**config.mk**
```make
export PLATFORM = sky130hd
export DESIGN_NAME = spike_event_queue
export DESIGN_NICKNAME = d
export VERILOG_FILES = /design/src/rtl/spike_event_queue.sv
export SDC_FILE = /design/constraint.sdc
export NUM_CORES = 1
export LEC_CHECK = 0
export CORE_MARGIN = 1
export CORE_UTILIZATION = 61
export DETAILED_ROUTE_END_ITERATION = 7
export MAX_ROUTING_LAYER = met4
export PLACE_DENSITY = 0.84
export RECOVER_POWER = 50
export SLEW_MARGIN = 40
export SYNTH_ARGS = -nofsm -noshare
export SYNTH_HDL_FRONTEND = slang
export SYNTH_SLANG_ARGS = --single-unit
export TNS_END_PERCENT = 5
```
**constraint.sdc**
```tcl
create_clock -name clk -period 7.4 [get_ports clk]
set_input_delay 0.74 -clock clk [delete_from_list [all_inputs] [get_ports clk]]
set_output_delay 0.74 -clock clk [all_outputs]
set_load 0.02 [all_outputs]
```
**src/rtl/spike_event_queue.sv**
```systemverilog
// spike_event_queue
//
// Buffers presynaptic spike indices from a spike source in a small FIFO and
// offers them one at a time to the network controller. Each entry is held on
// input_occurred/input_index until the controller answers with input_ack.
// A sticky ack_timeout flag is raised if one entry is offered for ACK_TIMEOUT
// cycles without an ack. The offered entry itself is never discarded.
//
// Optional statistics are enabled with the macro SPIKE_QUEUE_STATS_EN:
//   drop_count - spikes lost to a full queue (saturating at 16'hFFFF)
//   peak_level - high-water mark of level since reset (flush keeps it)
// Without the macro both outputs are tied to zero.
//
// Ports:
//   clk            in   rising-edge clock
//   reset_n        in   synchronous active-low reset
//   spike_valid    in   source presents a spike this cycle
//   spike_index    in   presynaptic index of that spike (IW bits)
//   spike_ready    out  queue can accept (level != FIFO_DEPTH)
//   flush          in   discard all queued and offered entries
//   input_occurred out  an entry is offered to the controller
//   input_index    out  index of the offered entry (FIFO head)
//   input_ack      in   controller has registered the offered entry
//   level          out  current occupancy
//   ack_timeout    out  sticky stall flag (cleared only by reset)
//   drop_count     out  dropped spike count (stats build only)
//   peak_level     out  maximum occupancy since reset (stats build only)

module spike_event_queue #(
    parameter int SR_DEPTH    = 16384,
    parameter int FIFO_DEPTH  = 8,
    parameter int ACK_TIMEOUT = 64,
    localparam int IW = $clog2(SR_DEPTH),
    localparam int LW = $clog2(FIFO_DEPTH + 1)
) (
    input  logic          clk,
    input  logic          reset_n,
    input  logic          spike_valid,
    input  logic [IW-1:0] spike_index,
    output logic          spike_ready,
    input  logic          flush,
    output logic          input_occurred,
    output logic [IW-1:0] input_index,
    input  logic          input_ack,
    output logic [LW-1:0] level,
    output logic          ack_timeout,
    output logic [15:0]   drop_count,
    output logic [LW-1:0] peak_level
);

    localparam int PW = $clog2(FIFO_DEPTH);
    localparam int SW = $clog2(ACK_TIMEOUT + 1);
    localparam logic [LW-1:0] FULL_LEVEL = LW'(FIFO_DEPTH);
    localparam logic [SW-1:0] STALL_MAX  = SW'(ACK_TIMEOUT);

    typedef enum logic {
        IDLE  = 1'b0,
        OFFER = 1'b1
    } state_t;

    state_t        state;
    logic [IW-1:0] mem [FIFO_DEPTH];
    logic [PW-1:0] wr_ptr;
    logic [PW-1:0] rd_ptr;
    logic [SW-1:0] stall_cnt;

    logic          push;
    logic          pop;
    logic [LW-1:0] level_after_pop;
    logic [LW-1:0] level_next;
    logic [PW-1:0] rd_ptr_next;
    logic [IW-1:0] head_next;
    logic [SW-1:0] stall_inc;

    // No full-bypass: readiness depends only on the registered level.
    assign spike_ready    = (level != FULL_LEVEL);
    assign input_occurred = (state == OFFER);

    always_comb begin
        push            = spike_valid && spike_ready;
        pop             = input_ack && (state == OFFER);
        level_after_pop = level - LW'(pop);
        level_next      = level_after_pop + LW'(push);
        rd_ptr_next     = rd_ptr + PW'(pop);
        // If nothing stored survives the pop, the new head is the spike
        // being written this cycle (it is not in mem yet).
        if (level_after_pop == '0) begin
            head_next = spike_index;
        end else begin
            head_next = mem[rd_ptr_next];
        end
        stall_inc = (stall_cnt == STALL_MAX) ? STALL_MAX : stall_cnt + SW'(1);
    end

    // Storage array carries no reset; its contents are don't-care after reset.
    always_ff @(posedge clk) begin
        if (reset_n && !flush && push) begin
            mem[wr_ptr] <= spike_index;
        end
    end

    always_ff @(posedge clk) begin
        if (!reset_n) begin
            state       <= IDLE;
            wr_ptr      <= '0;
            rd_ptr      <= '0;
            level       <= '0;
            input_index <= '0;
            stall_cnt   <= '0;
            ack_timeout <= 1'b0;
        end else if (flush) begin
            // Flush wins over push and pop; the stall flag is deliberately kept.
            state     <= IDLE;
            wr_ptr    <= '0;
            rd_ptr    <= '0;
            level     <= '0;
            stall_cnt <= '0;
        end else begin
            if (push) begin
                wr_ptr <= wr_ptr + PW'(1);
            end
            rd_ptr <= rd_ptr_next;
            level  <= level_next;
            if (level_next != '0) begin
                state       <= OFFER;
                input_index <= head_next;
            end else begin
                state <= IDLE;
            end
            // Count cycles the current head has been offered without an ack.
            if ((state == OFFER) && !pop) begin
                stall_cnt <= stall_inc;
                if (stall_inc == STALL_MAX) begin
                    ack_timeout <= 1'b1;
                end
            end else begin
                stall_cnt <= '0;
            end
        end
    end

`ifdef SPIKE_QUEUE_STATS_EN
    always_ff @(posedge clk) begin
        if (!reset_n) begin
            drop_count <= '0;
            peak_level <= '0;
        end else if (!flush) begin
            if (spike_valid && !spike_ready && (drop_count != 16'hFFFF)) begin
                drop_count <= drop_count + 16'd1;
            end
            // Track against the next level so the mark is current with level.
            if (level_next > peak_level) begin
                peak_level <= level_next;
            end
        end
    end
`else
    assign drop_count = '0;
    assign peak_level = '0;
`endif

endmodule

```
==> metrics, run 1 <==
hold endpoint input_index[2]; Tightest Pin Transition about 1600 ps; worst r2r src level[2]; Setup Fix Bufs, Post-CTS 0; post-synthesis register bit count 145; total die area 10450 µm²; status complete, but fails checks; DR iter-0 viols 153; total global-route track usage 25.48%; post-DR wirelength/cell 20.21 µm; Tmin final ~4000 ps; Clock Sinks ~150; post_cts resized 0; Design Power 1.941 mW; CTS tree done; RSZ-0062 raised after global routing false; antenna cells 0; total length of routed wires 11660 µm; critical path cell sequence dlygate4sd3_1 > clkbuf_1 > nand2b_1 > or3_1 > nor3_4; ys async rst share 0%; Initial Util a little over three fifths; CP peak stage delay 1160 ps; count leader, synth edfxtp_1; GP Congestion 0.7507; EDFF count, synth 112; Post-Syn Area 6127 µm²; classification of the worst setup path input port to register; # IOs 60; Hold Path Stages 2; H-tree depth 4; first-pass GRT wire length 17840 µm; Core Region 9774 µm²; Synth top area share 54.89%; Reg2Reg Depth 10; Final setup viols 0; Tcrit/Tclk final 54.88%; Residual DRC 0; syn_area_per_cell around 16 µm²; clk buf depth 2; peak supply drop 0.2955 mV; Post-CTS Hold Fix Bufs 0; Vias 3388; Max Cap Viol 1; CP Capture Type register; Worst-path clk slew roughly 60 ps; Slowest-stage cell, CP clkbuf_1; ys flop type edfxtp_1; clk_skew 9.990 ps; Num CTS Buffers 17; Area contributors post-synth edfxtp_1 (55%), dfxtp_1 (11%), mux4_2 (10%), mux2i_1 (4.7%), buf_4 (2.7%); Routed Antenna Nets 0; number of global-route vias before repair 3369; Initial DRT Pass Iterations 5; Slew Limit Headroom -7.144%; Port Buffers 39; Die Wd 102.2 µm; Vias per Instance 5.872; root buf cell clkbuf_8; leakage power about 2.4 nW; Hold Slack 459.4 ps; later-pin clock latency in the skew report 540 ps; Post-layout nets roughly 460; Hold Path Class register to register; Synth warnings 0; total congestion overflow 0; sequential fraction of the synthesis area between 60% and 70%; failing checks max-capacitance violations, max-slew violations; power per cell area ~270 nW/µm²; Slew Limit Fails 32; largest net degree at the start of global routing 32; Syn Inst Count 387; Startpoint Class input port; Critical R2R Capture input_index[6]; maximum clock rate ~250 MHz; Reg2Reg Setup Slack 4270 ps; CP Max Fanout 31; Hold Vio Cnt, Final 0; Setup TNS 0 ps; Cell variety after synth 38; critical path arrival 4220 ps; min-delay src input_index[2]; Layout Area Growth over Synthesis 17.38%; initial antenna violation count 0; Die H ~100 µm; share of cells above drive strength 1 17.79%; Post-DP HPWL 6852 µm; Rows 36; WP data required ~7600 ps; Yosys top cell by area edfxtp_1; synth cell count leaders edfxtp_1 (112), dfxtp_1 (33), mux2i_1 (29), mux4_2 (28), nand2_1 (25)
[power breakdown]
| group | internal [mW] | switching, mW |
|---|---|---|
| clock | 0.492 | 0.353 |
| combinational | 0.0781 | 0.112 |
| sequential | 0.894 | 0.0113 |
| total | 1.46 | 0.477 |
[flip-flops by register name, summed over array words and instances, names as in the netlist]
name	count
mem	112
input_index	14
stall_cnt	7
level	4
rd_ptr	3
wr_ptr	3
ack_timeout	1
input_occurred	1
[how the worst max path moves through the flow]
stage | start | end | depth (start not counted)
2_1_floorplan | level[1] | input_index[0] | 12
3_3_place_gp | input_ack | input_index[3] | 10
3_5_place_dp | input_ack | input_index[5] | 10
4_1_cts | level[1] | input_index[6] | 9
5_1_grt | reset_n | mem[4][6] | 7
6_report | reset_n | mem[0][6] | 5
[through the flow]
stage	cells	worst slack (ps)	utilization (%)	instance area, µm²
6_report	577	3339	73.58	7192
3_5_place_dp	545	3827	67.59	6606
2_1_floorplan	406	4491	-	6198
5_1_grt	577	3125	73.58	7192
3_3_place_gp	545	3628	66.95	6544
4_1_cts	577	4298	73.57	7191
[cell families (layout without fill, tap and decap cells)]
group,after synthesis,count (layout),share of synthesized area [%]
adder cells (fa/ha/maj),9,9,1.838
flip-flops,145,145,65.67
AO/OA/AOI/OAI,37,37,4.166
other,1,20,0.06120
AND/OR/NAND/NOR,81,81,6.575
XOR/XNOR,12,12,1.715
buffers and inverters,45,83,4.942
multiplexers,57,57,15.03
[placed cells by master, fill, tap and decap left out, drive strengths merged, types with 2 or more instances in the layout]
| cell type | n |
|---|---|
| nand2 | 25 |
| bufinv | 2 |
| dfxtp | 33 |
| nand2b | 5 |
| and3 | 2 |
| clkbuf | 19 |
| or3 | 3 |
| edfxtp | 112 |
| o21a | 2 |
| nand3 | 5 |
| nand4b | 3 |
| o21ai | 14 |
| nor3 | 3 |
| nor2 | 20 |
| clkinvlp | 2 |
| mux4 | 28 |
| xnor2 | 5 |
| clkdlybuf4s50 | 13 |
| clkinv | 2 |
| conb | 20 |
| xor2 | 7 |
| or2 | 2 |
| ha | 9 |
| mux2i | 29 |
| dlygate4sd3 | 26 |
| and2 | 8 |
| inv | 15 |
| nor2b | 4 |
| buf | 4 |
| o211ai | 14 |
[routing by layer]
metal	up-vias	track usage, %	wire length, µm
li1	1521	-	-
met1	1707	31.33	4758
met2	142	40.06	5964
met3	18	8.413	770
met4	0	8.462	170
met5	-	-	0
[cell type report]
class,instances,area [µm²]
clock buffer,18,417.9
clock inverter,14,166.4
multi-input combinational,216,1967
inverter,7,26.28
fill,601,2582
tap,133,166.4
sequential,145,4024
timing repair buffer,44,424.2
[worst max-delay path, delay by kind of cell]
kind | cells | cell delay, ps
simple gates | 3 | 1790
buf+inv | 2 | 1680
Note: power is estimated with default switching activity, not from simulation.
==> run 2: changes to the inputs <==
- CORE_UTILIZATION: 61 -> 51
- PLACE_DENSITY: 0.84 -> 0.75
- clock period: 7.4 -> 3.45 ns (I/O delays scaled with it)
==> metrics, run 2 (same netlist as run 1, synthesis figures left out) <==
total die area between 10000 and 15000 µm²; CP startpoint input_ack; Initial DRT Pass Iterations 7; most frequent cells in the layout edfxtp_1 (112), dfxtp_1 (33), dlygate4sd3_1 (30); GR Layer Usage met2 33.04%; Critical R2R Capture input_index[4]; Vias per Instance ~5.7; Fillers 827; min-delay src input_index[0]; total length of routed wires 11520 µm; CTS tree done; met3 GRT Util 4.899%; Rows 39; Most flops, register mem; Worst-path clk slew 60 ps; RSZ-0062 raised after global routing false; Post-DP HPWL 6894 µm; peak supply drop 0.5007 mV; H-tree depth 4; total congestion overflow 0; Hold Path Stages 2; WP data required 3740 ps; Max Cap Viol 0; Slew Limit Headroom 24.82%; Post-CTS Hold Fix Bufs 0; Slew Limit Fails 0; classification of the worst setup path input port to register; later-pin clock latency in the skew report about 420 ps; # IOs 60; Num CTS Buffers 17; first-pass GRT wire length 18780 µm; Vias 3381; CP Capture Type register; hold endpoint input_index[0]; GP Congestion 0.8323; root buf cell clkbuf_16; Regs by FF count mem: 112 flops, input_index: 14 flops, stall_cnt: 7 flops; Routed Antenna Nets 0; share of cells above drive strength 1 17.84%; maximum clock rate 339.2 MHz; Residual DRC 12; met1 usage between 20% and 30%; largest net degree at the start of global routing 30; antenna cells 0; post-DR wirelength/cell 19.30 µm; Hold Slack 475.7 ps; number of global-route vias before repair 3452; Port Buffers 39; Die H between 100 and 150 µm; Post-layout nets 470; total global-route track usage 21.29%; worst r2r src level[1]; Tightest Pin Transition around 1100 ps; initial antenna violation count 0; Clock Sinks 145; Setup TNS 0 ps; critical path arrival 3240 ps; Layout Area Growth over Synthesis 17.46%; power per cell area 568.1 nW/µm²; Setup Fix Bufs, Post-CTS 0; WP buf/inv 2; status complete, but fails checks; critical path cell sequence clkdlybuf4s50_1 > and2_1 > ha_2 > clkbuf_2 > mux4_2 > mux2i_1 > o21ai_0 > o211ai_1 > mux2i_1; Tcrit/Tclk final 85.44%; Hold Vio Cnt, Final 0; clk_skew 7.546 ps; Cell Count, Final, Fillers Out 597; commonest non-fill, non-tap cell in the layout edfxtp_1; failing checks design-rule violations; most frequent CP cell mux2i_1; Final setup viols 0; Hold Path Class register to register; leakage power about 2.5 nW; DR iter-0 viols about 330; Die Wd ~110 µm; Initial Util a little over half; Reg2Reg Setup Slack around 520 ps; CP peak stage delay 840 ps; grt peak-use layer met2; Core Region 11560 µm²; clk buf depth 2; max FFs per register 112; Tmin final 2948 ps; cell family with most CP delay buffers and inverters; Slowest-stage cell, CP clkbuf_2; Startpoint Class input port; post_cts resized 0; CP Max Fanout 29; dpl cells around 570; Reg2Reg Depth 11
==> run 2: worst register-to-register path: cells and delay by family (launching register included) <==
family	cells	cell delay [ps]
buffers and inverters	2	420
muxes	1	270
adders and majority gates	2	470
AOI/OAI and AO/OA	1	120
and+or+nand+nor	3	810
xor gates and xnor gates	2	380
DFF	1	390
==> run 2: worst max-delay path by stage <==
stage | to | cells past startpoint | slack (ps)
5_1_grt | input_index[12] | 9 | 270
6_report | input_index[12] | 9 | 500
3_5_place_dp | input_index[1] | 12 | 530
3_3_place_gp | input_index[5] | 11 | 650
2_1_floorplan | input_index[0] | 12 | 540
4_1_cts | input_index[4] | 11 | 560
==> run 2: layer usage <==
metal / vias to the layer above / part of all wire [%]
met5: - / 0
met4: 0 / 2.0
met3: 21 / 5.0
met2: 105 / 49
met1: 1709 / 44
li1: 1546 / -
==> run 2: final cells by class <==
| type | count | area, µm² | share of cell area (%) |
|---|---|---|---|
| inverter | 7 | 26.28 | 0.3651 |
| clock inverter | 13 | 138.9 | 1.930 |
| timing repair buffer | 55 | 508.0 | 7.058 |
| tap | 143 | 178.9 | 2.486 |
| sequential | 145 | 4024 | 55.91 |
| clock buffer | 18 | 429.2 | 5.963 |
| multi-input combinational | 216 | 1892 | 26.29 |
==> run 2: metrics by stage <==
step / instance area, µm² / power [mW] / utilization (%) / setup WS (ps)
2_1_floorplan: 6198 / 2.265 / - / 540.7
3_3_place_gp: 6644 / 2.389 / 57.45 / 652.4
3_5_place_dp: 6644 / 2.400 / 57.45 / 525.5
4_1_cts: 7212 / 4.151 / 62.36 / 561.8
5_1_grt: 7197 / 4.232 / 62.23 / 268.9
6_report: 7197 / 4.089 / 62.23 / 502.2
==> run 2: power breakdown <==
group / internal (mW) / switching, mW / total (mW) / leakage, nW
Sequential: 1.92 / 0.0293 / 1.95 / 1.28
Clock: 1.06 / 0.685 / 1.75 / 0.280
Combinational: 0.167 / 0.228 / 0.395 / 0.953
==> patch: new RTL, flow settings as in run 2 <==
The parameter `ACK_TIMEOUT` goes from 64 to 128.
--- a/src/rtl/spike_event_queue.sv
+++ b/src/rtl/spike_event_queue.sv
@@ -31,3 +31,3 @@
     parameter int FIFO_DEPTH  = 8,
-    parameter int ACK_TIMEOUT = 64,
+    parameter int ACK_TIMEOUT = 128,
     localparam int IW = $clog2(SR_DEPTH),
Check against the original RTL: no difference found for any inputs over 10 cycles, from zero or initial values and one cycle with reset_n low; that may be too few to reach the edited logic, so the function may still have changed.
==> patch against run 2 <==
- the run ends with DRC, capacitance limit, slew limit left
- design area is 1.1% higher
- synthesized cell count is 2.8% higher
- sequential cell count rose by 1
- area after synthesis increased by 1.2%
- wire length rose by 3.6%
- setup slack lost 0.016 ns
- power fell by 2.5%
- count of clock-buffer cells in the layout up 5
- first-iteration DRC count decreased by 30%
- sequential share of layout area fell by 0.31 points
- critical endpoint is now input_index[6]
- largest cell class unchanged
- highest routed layer unchanged
==> patch: results (changes against run 2) <==
| Metric | Value |
|---|---|
| Worst-Skew Late Latency | `0.41 ns` |
| Pre-antenna DRT Iters | `8 (+1)` |
| VDD IR max | `0.0004597 V (-8.2%)` |
| Wire per inst | `19.58 µm (+1.4%)` |
| Ys async rst share | `0% (unchanged)` |
| CTS buffer count | `17 (unchanged)` |
| Cells after synthesis | `398 (+2.8%)` |
| DP HPWL | `7386 µm (+7.1%)` |
| Root Buffer | `clkbuf_16` |
| Gpl congestion | `0.7845 (-5.7%)` |
| I/O Buffers | `39 (unchanged)` |
| Clk_skew | `0.01019 ns (+0.002645 ns)` |
| Core Box Area | `0.01161 mm² (+0.42%)` |
| Largest regs | `mem (112), input_index (14), stall_cnt (8)` |
| Status | `finished, violations left` |
| PostCTS Resize Cnt | `0 (unchanged)` |
| Hold WC Path Type | `register to register` |
| Initial antenna violation count | `0 (unchanged)` |
| Dpl ws | `0.1985 ns (-0.3269 ns)` |
| Distinct cells, synth | `44 (+16%)` |
| First-pass GRT wire length | `18850 µm (+0.37%)` |
| Post-CTS Setup Inserts | `0 (unchanged)` |
| Most instantiated cells after synthesis | `edfxtp_1, dfxtp_1, mux2i_1` |
| Pin count of the biggest net entering global routing | `36 (+20%)` |
| H-Tree Depth | `4 (unchanged)` |
| Ant. Diodes | `0 (unchanged)` |
| CP Max Fanout | `15 (-48%)` |
| Post-route DRC violation count | `9 (-3)` |
| CTS clk-pin slew, worst paths | `0.06 ns (about the same)` |
| DR iter-0 viols | `229 (-30%)` |
| Fraction of final layout cells with drive strength greater than 1 | `18.20% (+0.36 points)` |
| Synth warn | `0 (unchanged)` |
| Slew @ Worst Pin | `1.650 ns (+0.5220 ns)` |
| Gr usage total | `21.47% (+0.18 points)` |
| Vias in the first global route | `3515 (+1.8%)` |
| Maxcap violations | `1 (+1)` |
| Arr. time, crit path | `3.29 ns (+0.05 ns)` |
| Clock Path Buffers | `2 (unchanged)` |
| Static leakage | `2.526 nW (+0.62%)` |
| Seq/Total Area, Yosys | `65.19% (-0.49 points)` |
| Via count | `3440 (+1.7%)` |
| Failing checks | `DRC, capacitance limit, slew limit` |
| Slew Viols, Final | `36 (+36)` |
| Layout Nets | `481 (+2.3%)` |
| Synth area leaders | `edfxtp_1, dfxtp_1, mux4_2` |
| Post-synth EDFFs | `112 (unchanged)` |
[patch: changes by cell type in the layout (fill, tap and decap cells not counted), sizes merged, moves of 4 or more]
cell | run 2 | this run
clkbuf | 19 | 24
clkinv | 9 | 4
and3 | 2 | 6
buf | 15 | 19
nor2b | 4 | 0
[patch: cells by family after synthesis]
| logic type | after synthesis | synth area share [%] |
|---|---|---|
| and+or+nand+nor | 85 | 7.019 |
| AOI/OAI and AO/OA | 39 | 4.377 |
| other | 1 | 0.06045 |
| muxes | 57 | 14.84 |
| buffers and inverters | 48 | 4.800 |
| DFF | 146 | 65.19 |
| xor gates and xnor gates | 14 | 2.098 |
| adders and majority gates | 8 | 1.614 |
[patch: critical path: stages (launching register included)]
cell and delay, ns:
dfxtp_1 0.34, nor3_1 0.31, a21boi_0 0.15, buf_4 0.18
ha_1 0.23, ha_1 0.31, nor3b_1 0.33, nand3_2 0.13
o211ai_4 0.62, mux2i_1 0.28
[patch: worst paths after layout]
path,to,slack [ns],from,cells after the start
setup / recovery,input_index[6],0.49,level[1],9
hold reg to reg,input_index[3],0.48,input_index[3],2
setup reg to reg,input_index[6],0.49,level[1],9
hold / removal,input_index[3],0.48,input_index[3],2
[patch: power by group]
group,total [W],internal (W),switching [W]
clock,0.00162,0.000954,0.000668
combinational,0.000403,0.000168,0.000235
sequential,0.00196,0.00193,0.0000305
total,0.00399,0.00305,0.000933
[patch: stage by stage]
stage | cells | area [µm²] | power, W
after floorplan | 417 | 6275 | 0.002277
after global placement | 578 | 6755 | 0.002405
after detailed placement | 578 | 6755 | 0.002415
after CTS | 610 | 7282 | 0.004039
after global routing | 610 | 7273 | 0.004123
final | 610 | 7273 | 0.003986
[patch: cell type report]
cell class	instances	area [µm²]
Tap cell	143	178.9
Fill cell	873	4340
Inverter	7	26.28
Multi-Input combinational cell	223	1948
Clock inverter	9	58.81
Sequential cell	146	4044
Timing Repair Buffer	59	549.3
Clock buffer	23	467.9
[patch: metal layers]
layer / track usage, % / part of all wire [%] / vias to the layer above
met2: 34.41 / 50 / 132
li1: - / - / 1584
met3: 5.562 / 6.8 / 10
met4: 8.267 / 0.89 / 0
met5: - / 0 / -
met1: 26.35 / 43 / 1714
